`src/rtl/icache.sv`:
```
// Direct-mapped read-only instruction cache; misses refill a whole line byte-by-byte from RAM.
// Define ICACHE_STATS_EN to add the hit_cnt/miss_cnt statistics outputs.
module icache #(
    parameter int unsigned INDEX_WIDTH = 4,
    parameter int unsigned LINE_WIDTH  = 4
) (
    input  logic        clk_in,
    input  logic        rst_in,
    input  logic        rdy_in,
    input  logic        if_valid,
    input  logic [31:0] if_addr,
    output logic        if_ready,
    output logic [31:0] if_result,
    input  logic        if_clear,
`ifdef ICACHE_STATS_EN
    output logic [31:0] hit_cnt,
    output logic [31:0] miss_cnt,
`endif
    output logic        ram_req,
    input  logic        ram_gnt,
    output logic [31:0] ram_a,
    input  logic [7:0]  ram_din
);

    localparam int unsigned LINES  = 1 << INDEX_WIDTH;
    localparam int unsigned LBYTES = 1 << LINE_WIDTH;
    localparam int unsigned LBITS  = LBYTES * 8;
    localparam int unsigned TAG_W  = 32 - INDEX_WIDTH - LINE_WIDTH;

    typedef enum logic [1:0] {IDLE, WAIT_GNT, REFILL, RESP} state_t;

    state_t                  state_q, state_d;
    logic [31:0]             addr_q, addr_d;
    logic                    ready_q, ready_d;
    logic [31:0]             result_q, result_d;
    logic                    req_q, req_d;
    logic [31:0]             ram_a_q, ram_a_d;
    logic [LINE_WIDTH:0]     bcnt_q, bcnt_d;
    logic [LBITS-1:0]        linebuf_q, linebuf_d;
    logic [LINES-1:0]        valid_q, valid_d;
    logic [TAG_W-1:0]        tag_q  [LINES];
    logic [LBITS-1:0]        data_q [LINES];
    logic                    wr_en;
    logic                    hit_inc, miss_inc;

    logic [INDEX_WIDTH-1:0]  in_idx, req_idx;
    logic [TAG_W-1:0]        in_tag;
    logic [LINE_WIDTH-1:0]   in_boff, req_boff, cap_idx;
    logic                    hit;

    assign in_idx   = if_addr[LINE_WIDTH +: INDEX_WIDTH];
    assign in_tag   = if_addr[31 -: TAG_W];
    assign in_boff  = if_addr[LINE_WIDTH-1:0] & ~LINE_WIDTH'(3);
    assign req_idx  = addr_q[LINE_WIDTH +: INDEX_WIDTH];
    assign req_boff = addr_q[LINE_WIDTH-1:0] & ~LINE_WIDTH'(3);
    assign hit      = valid_q[in_idx] && (tag_q[in_idx] == in_tag);
    // Byte arriving on ram_din belongs to the address issued one active cycle earlier.
    assign cap_idx  = LINE_WIDTH'(bcnt_q - 1'b1);

    always_comb begin
        state_d   = state_q;
        addr_d    = addr_q;
        ready_d   = ready_q;
        result_d  = result_q;
        req_d     = req_q;
        ram_a_d   = ram_a_q;
        bcnt_d    = bcnt_q;
        linebuf_d = linebuf_q;
        valid_d   = valid_q;
        wr_en     = 1'b0;
        hit_inc   = 1'b0;
        miss_inc  = 1'b0;
        if (if_clear) begin
            state_d = IDLE;
            ready_d = 1'b0;
            req_d   = 1'b0;
        end else if (rdy_in) begin
            case (state_q)
                IDLE: begin
                    ready_d = 1'b0;
                    if (if_valid) begin
                        addr_d = if_addr;
                        if (hit) begin
                            ready_d  = 1'b1;
                            result_d = data_q[in_idx][{in_boff, 3'b000} +: 32];
                            hit_inc  = 1'b1;
                        end else begin
                            state_d  = WAIT_GNT;
                            req_d    = 1'b1;
                            miss_inc = 1'b1;
                        end
                    end
                end
                WAIT_GNT: begin
                    if (ram_gnt) begin
                        ram_a_d = {addr_q[31:LINE_WIDTH], LINE_WIDTH'(0)};
                        bcnt_d  = '0;
                        state_d = REFILL;
                    end
                end
                REFILL: begin
                    bcnt_d = bcnt_q + 1'b1;
                    if (bcnt_q != '0)
                        linebuf_d[{cap_idx, 3'b000} +: 8] = ram_din;
                    if (bcnt_q < (LINE_WIDTH+1)'(LBYTES - 1))
                        ram_a_d = ram_a_q + 32'd1;
                    if (bcnt_q == (LINE_WIDTH+1)'(LBYTES)) begin
                        wr_en            = 1'b1;
                        valid_d[req_idx] = 1'b1;
                        req_d            = 1'b0;
                        state_d          = RESP;
                    end
                end
                RESP: begin
                    ready_d  = 1'b1;
                    result_d = linebuf_q[{req_boff, 3'b000} +: 32];
                    state_d  = IDLE;
                end
                default: state_d = IDLE;
            endcase
        end
    end

    always_ff @(posedge clk_in) begin
        if (rst_in) begin
            state_q   <= IDLE;
            addr_q    <= '0;
            ready_q   <= 1'b0;
            result_q  <= '0;
            req_q     <= 1'b0;
            ram_a_q   <= '0;
            bcnt_q    <= '0;
            linebuf_q <= '0;
            valid_q   <= '0;
        end else begin
            state_q   <= state_d;
            addr_q    <= addr_d;
            ready_q   <= ready_d;
            result_q  <= result_d;
            req_q     <= req_d;
            ram_a_q   <= ram_a_d;
            bcnt_q    <= bcnt_d;
            linebuf_q <= linebuf_d;
            valid_q   <= valid_d;
        end
    end

    always_ff @(posedge clk_in) begin
        if (!rst_in && wr_en) begin
            data_q[req_idx] <= linebuf_d;
            tag_q[req_idx]  <= addr_q[31 -: TAG_W];
        end
    end

`ifdef ICACHE_STATS_EN
    logic [31:0] hit_cnt_q, miss_cnt_q;

    always_ff @(posedge clk_in) begin
        if (rst_in) begin
            hit_cnt_q  <= '0;
            miss_cnt_q <= '0;
        end else begin
            if (hit_inc)
                hit_cnt_q <= hit_cnt_q + 32'd1;
            if (miss_inc)
                miss_cnt_q <= miss_cnt_q + 32'd1;
        end
    end

    assign hit_cnt  = hit_cnt_q;
    assign miss_cnt = miss_cnt_q;
`endif

    assign if_ready  = ready_q;
    assign if_result = result_q;
    assign ram_req   = req_q;
    assign ram_a     = ram_a_q;

endmodule

```
`config.mk`:
```
export PLATFORM = sky130hd
export DESIGN_NAME = icache
export DESIGN_NICKNAME = d
export VERILOG_FILES = /design/src/rtl/icache.sv
export SDC_FILE = /design/constraint.sdc
export NUM_CORES = 2
export LEC_CHECK = 0
export BUFFER_PORTS_ARGS = -buffer_cell sky130_fd_sc_hd__buf_2
export CAP_MARGIN = 5
export CELL_PAD_IN_SITES_DETAIL_PLACEMENT = 0
export CELL_PAD_IN_SITES_GLOBAL_PLACEMENT = 1
export CORE_MARGIN = 2
export CORE_UTILIZATION = 51
export DETAILED_ROUTE_END_ITERATION = 12
export PLACE_DENSITY_LB_ADDON = 0.3
export SKIP_LAST_GASP = 1
export SYNTH_ARGS = -nofsm -noshare
export SYNTH_HDL_FRONTEND = slang
export SYNTH_SLANG_ARGS = --single-unit
```
`constraint.sdc`:
```
create_clock -name clk_in -period 10.7 [get_ports clk_in]
set_input_delay 2.675 -clock clk_in [delete_from_list [all_inputs] [get_ports clk_in]]
set_output_delay 2.675 -clock clk_in [all_outputs]
set_load 0.01 [all_outputs]
```
* Word-level counts from Yosys, hierarchy flattened
Memories as Yosys holds them, arrays and structs flattened.
Index checks and enable logic that the tools add are counted.
** Word-level totals
- Output and inout port bits :: 66
- Memories :: 2
- Bits in writable memories :: 2432
- Register bits :: 249
- Word-level logic and storage cells :: 89
- Bits of input ports :: 46
** Operators by class
- Reduce and logical (&&, ||, !) cells :: 18
- Equal/unequal tests :: 11
- Add/sub/neg operators :: 4
- Order comparisons :: 4
- Multiplexer cells :: 35
- Bitwise logic cells :: 2
- Shift operators :: 4
** Memories
- data_q :: depth 16, width 128, read ports 1, clocked after Yosys merged registers in 0, write ports 1, RTL line 42 : logic [LBITS-1:0] data_q [LINES];
- tag_q :: depth 16, width 24, read ports 1, clocked after Yosys merged registers in 0, write ports 1, RTL line 41 : logic [TAG_W-1:0] tag_q [LINES];
** Operator list (number)
- two-way mux 128 bit :: 4
- variable part select 128 x 8 -> 32 bit :: 2
- bitwise mux 128 bit :: 1
- two-way mux 32 bit :: 4
- case mux 32 bit (2 select lines) :: 2
- variable shift 8 x 9 -> 128 bit, first input constant :: 1
- variable part select 8 x 9 -> 128 bit :: 1
- adder 32 x 1 -> 32 bit, second input constant :: 1
- equality test 24 bit :: 1
- AND reduction 5 bit :: 4
- bitwise OR 16 bit :: 1
- two-way mux 1 bit :: 13
- != test 2 bit, second input constant :: 6
- AND reduction 4 bit :: 3
- < comparator 4 x 5 -> 1 bit, second input constant :: 2
- case mux 5 bit (2 select lines) :: 1
- negation 7 -> 9 bit :: 1
- two-way mux 2 bit :: 4
- case mux 2 bit (4 select lines) :: 1
- nonzero test 2 bit :: 3
- adder 5 x 1 -> 5 bit, second input constant :: 1
- equality test 5 bit, second input constant :: 1
- < comparator 5 x 4 -> 1 bit, second input constant :: 1
- two-way mux 5 bit :: 1
- other kinds (14) :: 18

* Logic depth before layout (Yosys ltp)
- Depth in word-level cells :: 8
- Gate-level depth with buffers :: 16
- Gate-level depth less buffers :: 11

* Least setup slack after synthesis
Ideal clock, no wire load.
- Kind :: input to register
- From :: input port rdy_in
- To :: memory data_q[0][0] (netlist bit) (enable)
- Path buffers :: 1
- Setup time :: 0.666 ns
- Path slack :: -0.311 ns
- Required time :: 10.034 ns
- Data arrival time :: 10.345 ns
- Stages :: 6
- Cell sequence :: nor2b_1 > nand2_1 > nor3_1 > or3b_2 > clkbuf_1 > nor2_1
** Between the ends
- Word-level cells in the longest chain between the ends :: 5
** RTL lines
- start: declaration :: RTL line 9 : input logic rdy_in,
- two-way mux 1 bit :: RTL line 77 : end else if (rdy_in) begin
- two-way mux 1 bit :: RTL line 73 : if (if_clear) begin
- logical AND 1 bit :: RTL line 149 : if (!rst_in && wr_en) begin
- two-way mux 1 bit :: RTL line 149
- two-way mux 1 bit (implied by the code) :: RTL line 150 : data_q[req_idx] <= linebuf_d;
- end: declaration :: RTL line 42
No other way between the ends.

* Worst setup path after layout
- From :: input port if_addr[4]
- To :: register result_q[9], in the netlist if_result[9]
** Between the ends
- Word-level cells in the longest chain between the ends :: 5
** RTL lines
- start: declaration :: RTL line 11 : input logic [31:0] if_addr,
- memory (16 x 128 bit), or another cell as far along
- variable part select 128 x 8 -> 32 bit, or another cell as far along :: RTL line 85 : result_d = data_q[in_idx][{in_boff, 3'b000} +: 32];
- two-way mux 32 bit or logical AND 1 bit (tied branches) :: RTL line 83, 56
- two-way mux 32 bit or != test 2 bit (tied branches)
- case mux 32 bit (2 select lines) or AND reduction 5 bit (tied branches)
- end signal: assignment :: RTL line 139 : result_q <= result_d;
- end: declaration :: RTL line 35 : logic [31:0] result_q, result_d;
Several ways; a longest one is shown, not always the timed one. The select of a mux whose other input is x is not followed.
A chain may end at the register's enable or synchronous reset.

==> flow_summary.json <==
{
  "clockPowerShare_pct": 44.5,
  "cellLeakagePower_uw": 0.0384,
  "worstReg2RegStart": "bcnt_q[0]$_SDFFE_PP0P_",
  "synth_compound_area_share_pct": 1.78,
  "regArea_um2": 78000,
  "fin_util_pct": 57.6,
  "synthTopCellsByArea": "edfxtp_1 70%, mux4_2 16%, dfxtp_1 4.7%, mux2i_1 1.3%, mux2_2 1.1%",
  "status": "completed",
  "p_int_uw": 17100,
  "synth_mux_area_share_pct": 19.1,
  "synth_async_sr_flop_share_pct": 0,
  "clk_latency_ps": 910,
  "timing.final.crit_share_pct": 67.0,
  "switching_share_pct": 19.6,
  "antenna_left": 0,
  "nFillCells": 14600,
  "path_cells": "buf_8, buf_4, mux4_1, mux2i_1, mux2i_1, xnor2_1, nand4_1, nor4_2, or4b_4, nand2_2, buf_4, a211oi_2",
  "grt_start_max_net_pins": 136,
  "grt_pass1_wl_mm": 360,
  "vias_per_cell": 6.29,
  "post_synth_and_or_nand_nor_area_fraction_pct": 3.02,
  "finalCriticalPeriod_ps": 7170,
  "drt-initial-drc-count": 5277,
  "synth_xor_area_share_pct": 0.300,
  "post_cts_buffers": 0,
  "p_switching_uw": 4160,
  "cp_data_arrival_time_ps": 7930,
  "cts-root-buf": "clkbuf_16",
  "area_delta_synth_final_pct": 12.4,
  "synth_ff_type": "edfxtp_1",
  "nets": 5228,
  "synth_area_um2": 105000,
  "grt_usage_pct": 23.9,
  "syn_avg_cell_area_um2": 21.3,
  "num_vias": 50700,
  "fin_area_um2": 118000,
  "layout-drive-gt1-share_pct": 29.0,
  "holdWs_ps": 474,
  "synth_top_family_by_area": "multiplexers",
  "hold_viol": 0,
  "synth.top_cell.area_share_pct": 69.6,
  "num_io_pins": 112,
  "post-dp-hpwl_mm": 126,
  "multi_input_comb_area_um2": 25700,
  "seqPwrFrac_pct": 53.1,
  "finalSetupTns_ps": 0,
  "rsz0062_at_grt": "false",
  "finalWirelength_mm": 251,
  "synth_fp_nets": 4978,
  "worst-path-max-fanout": 71,
  "cts_sinks": 2679,
  "max-vdd-ir-drop_v": 0.000149,
  "critPathKind": "input port to flop",
  "max_freq_mhz": 139,
  "slew_violations": 0,
  "h-tree-depth": 5,
  "drv_cap": 0,
  "gr-total-overflow": 0,
  "post_cts_resized": 0,
  "cts_made_buffers": 281,
  "dieArea_um2": 209000,
  "drc": 0,
  "die_h_um": 458,
  "critPathLaunchType": "input port",
  "yosys_register_bits": 2679,
  "holdBufCountCts": 0,
  "gp_congestion": 0.790,
  "yosys.area_share.adder_pct": 0.131,
  "startpoint": "if_addr[4]",
  "clockBufferDepth": 4,
  "hold_path_class": "flop to flop",
  "synth-edff-count": 2432,
  "portBuffers": 109,
  "cp.required_ps": 11450,
  "tightestPinTransition_ps": 1200,
  "grt_pass1_vias": 51000,
  "grt_antenna_before_repair": 11,
  "firstDrtPassIters": 6,
  "setup_viol": 0,
  "syn_inst": 4921,
  "yosys_warnings": 0,
  "post-synth-top-area-cell": "edfxtp_1",
  "clk_pin_slew_ps": 60,
  "worstHoldStart": "valid_q[11]$_SDFFE_PP0P_",
  "slowest_stage": "or4b_4",
  "routedWlPerCell_um": 31.1,
  "cp-end-kind": "flop",
  "placed_area_um2": 109000,
  "slew_headroom_pct": 19.4,
  "synth.distinct_cells": 73,
  "p_comb_share_pct": 2.4,
  "synth-seq-area-share_pct": 74.3,
  "powerDensity_nw_per_um2": 180,
  "rows": 166,
  "fin_skew_ps": 35.6,
  "cts_tree": "yes",
  "core_um2": 205000,
  "initial_core_util_pct": 51.3,
  "die_x_um": 458,
  "cp_slowest_stage_delay_ps": 790
}
-- path summary, 6_finish.rpt --
path	endpoint	slack, ps	cells past startpoint
worst max-delay path	if_result[9]$_SDFFE_PP0P_	3530	12
worst min-delay path	valid_q[11]$_SDFFE_PP0P_	470	2
worst max register to register	data_q[7][3]$_DFFE_PP_	5970	8
worst min register to register	valid_q[11]$_SDFFE_PP0P_	470	2
-- registers in the layout, summed over array words and instances, names as in the netlist --
signal and flops:
addr_q 30, bcnt_q 5, data_q 2048, if_ready 1
if_result 32, linebuf_q 128, ram_a 32, ram_req 1
state_q 2, tag_q 384, valid_q 16
-- routing by layer --
metal	track usage, %	share of wire, %	wire length [um]	up-vias
met5	0	0.014	34	-
met4	7.46	3.0	7520	6
met3	4.21	7.1	17900	409
met1	32.8	40	99800	27300
li1	-	-	-	21000
met2	39.5	50	125000	1940
-- power by group through the flow --
stage	clock, uW	sequential [uW]	combinational [uW]
2_1_floorplan	0	11500	356
3_3_place_gp	0	11500	514
3_5_place_dp	0	11500	513
4_1_cts	9630	11300	514
5_1_grt	10000	11300	537
6_report	9470	11300	507
-- cells in the mapped netlist, drive strengths merged, types with 32 or more instances --
cell type and count:
o21ai 56, mux4 774, dfxtp 247, nor2 87, mux2i 140, a211oi 44, buf 126, edfxtp 2432
and3 34, nor2b 140, clkbuf 153, nand3 44, inv 32, mux2 107, nand2 174, and3b 32
a21oi 69
-- cell usage in the layout, fill, tap and decap left out, types with 6 or more instances in the layout --
cell	netlist	layout
nor4_1	7	7
mux2i_1	140	140
nand2b_1	8	8
clkbuf_16	0	289
edfxtp_1	2432	2432
o21ai_0	56	55
clkbuf_8	0	23
bufinv_16	0	23
inv_1	31	30
mux2_2	107	107
a211oi_2	30	30
nand4_1	9	9
ha_1	11	10
a211oi_1	14	14
buf_4	10	120
nor2b_1	140	140
a221oi_1	17	17
and3_1	34	34
mux4_2	763	763
and2_1	14	14
dfxtp_1	247	245
nor2_4	0	16
buf_2	68	103
nand2_1	173	172
o22ai_1	21	21
buf_12	3	19
clkinv_1	0	28
nor3_1	16	14
xor2_1	19	18
a21oi_1	69	69
clkinv_2	0	39
mux4_1	11	11
clkbuf_1	152	78
nand3_1	44	44
nor2_1	86	69
xnor2_1	17	16
a22oi_1	20	20
nand3b_1	6	6
and3b_1	32	32
-- final cells by class --
type | instances | area share [%]
Timing Repair Buffer | 246 | 1.57
Clock buffer | 390 | 6.65
Multi-Input combinational cell | 1931 | 21.8
Sequential cell | 2679 | 66.1
Tap cell | 2688 | 2.85
Antenna cell | 3 | 0.00637
Inverter | 32 | 0.109
Clock inverter | 94 | 0.871
-- logic make-up (layout without fill, tap and decap cells) --
logic type	Yosys count	after routing
multiplexers	1021	1021
AND/OR/NAND/NOR	598	598
other	0	3
buffers and inverters	311	762
adder cells (fa/ha/maj)	11	11
flip-flops	2679	2679
XOR/XNOR	36	36
AO/OA/AOI/OAI	265	265
-- metrics by stage --
stage | std cells | power, uW | setup WS, ps
2_1_floorplan | 4921 | 11800 | -302
3_3_place_gp | 7576 | 12000 | 2670
3_5_place_dp | 7576 | 12000 | 2680
4_1_cts | 8060 | 21400 | 3640
5_1_grt | 8062 | 21800 | 3390
6_report | 8063 | 21300 | 3530
-- critical path: cells and delay by family --
family                 cells  cell delay [ps]
AND/OR/NAND/NOR            4             2230
buffers and inverters      3             1460
multiplexers               3              930
XOR/XNOR                   1              390
AO/OA/AOI/OAI              1              100
No activity file was read; power rests on OpenSTA's default activity.
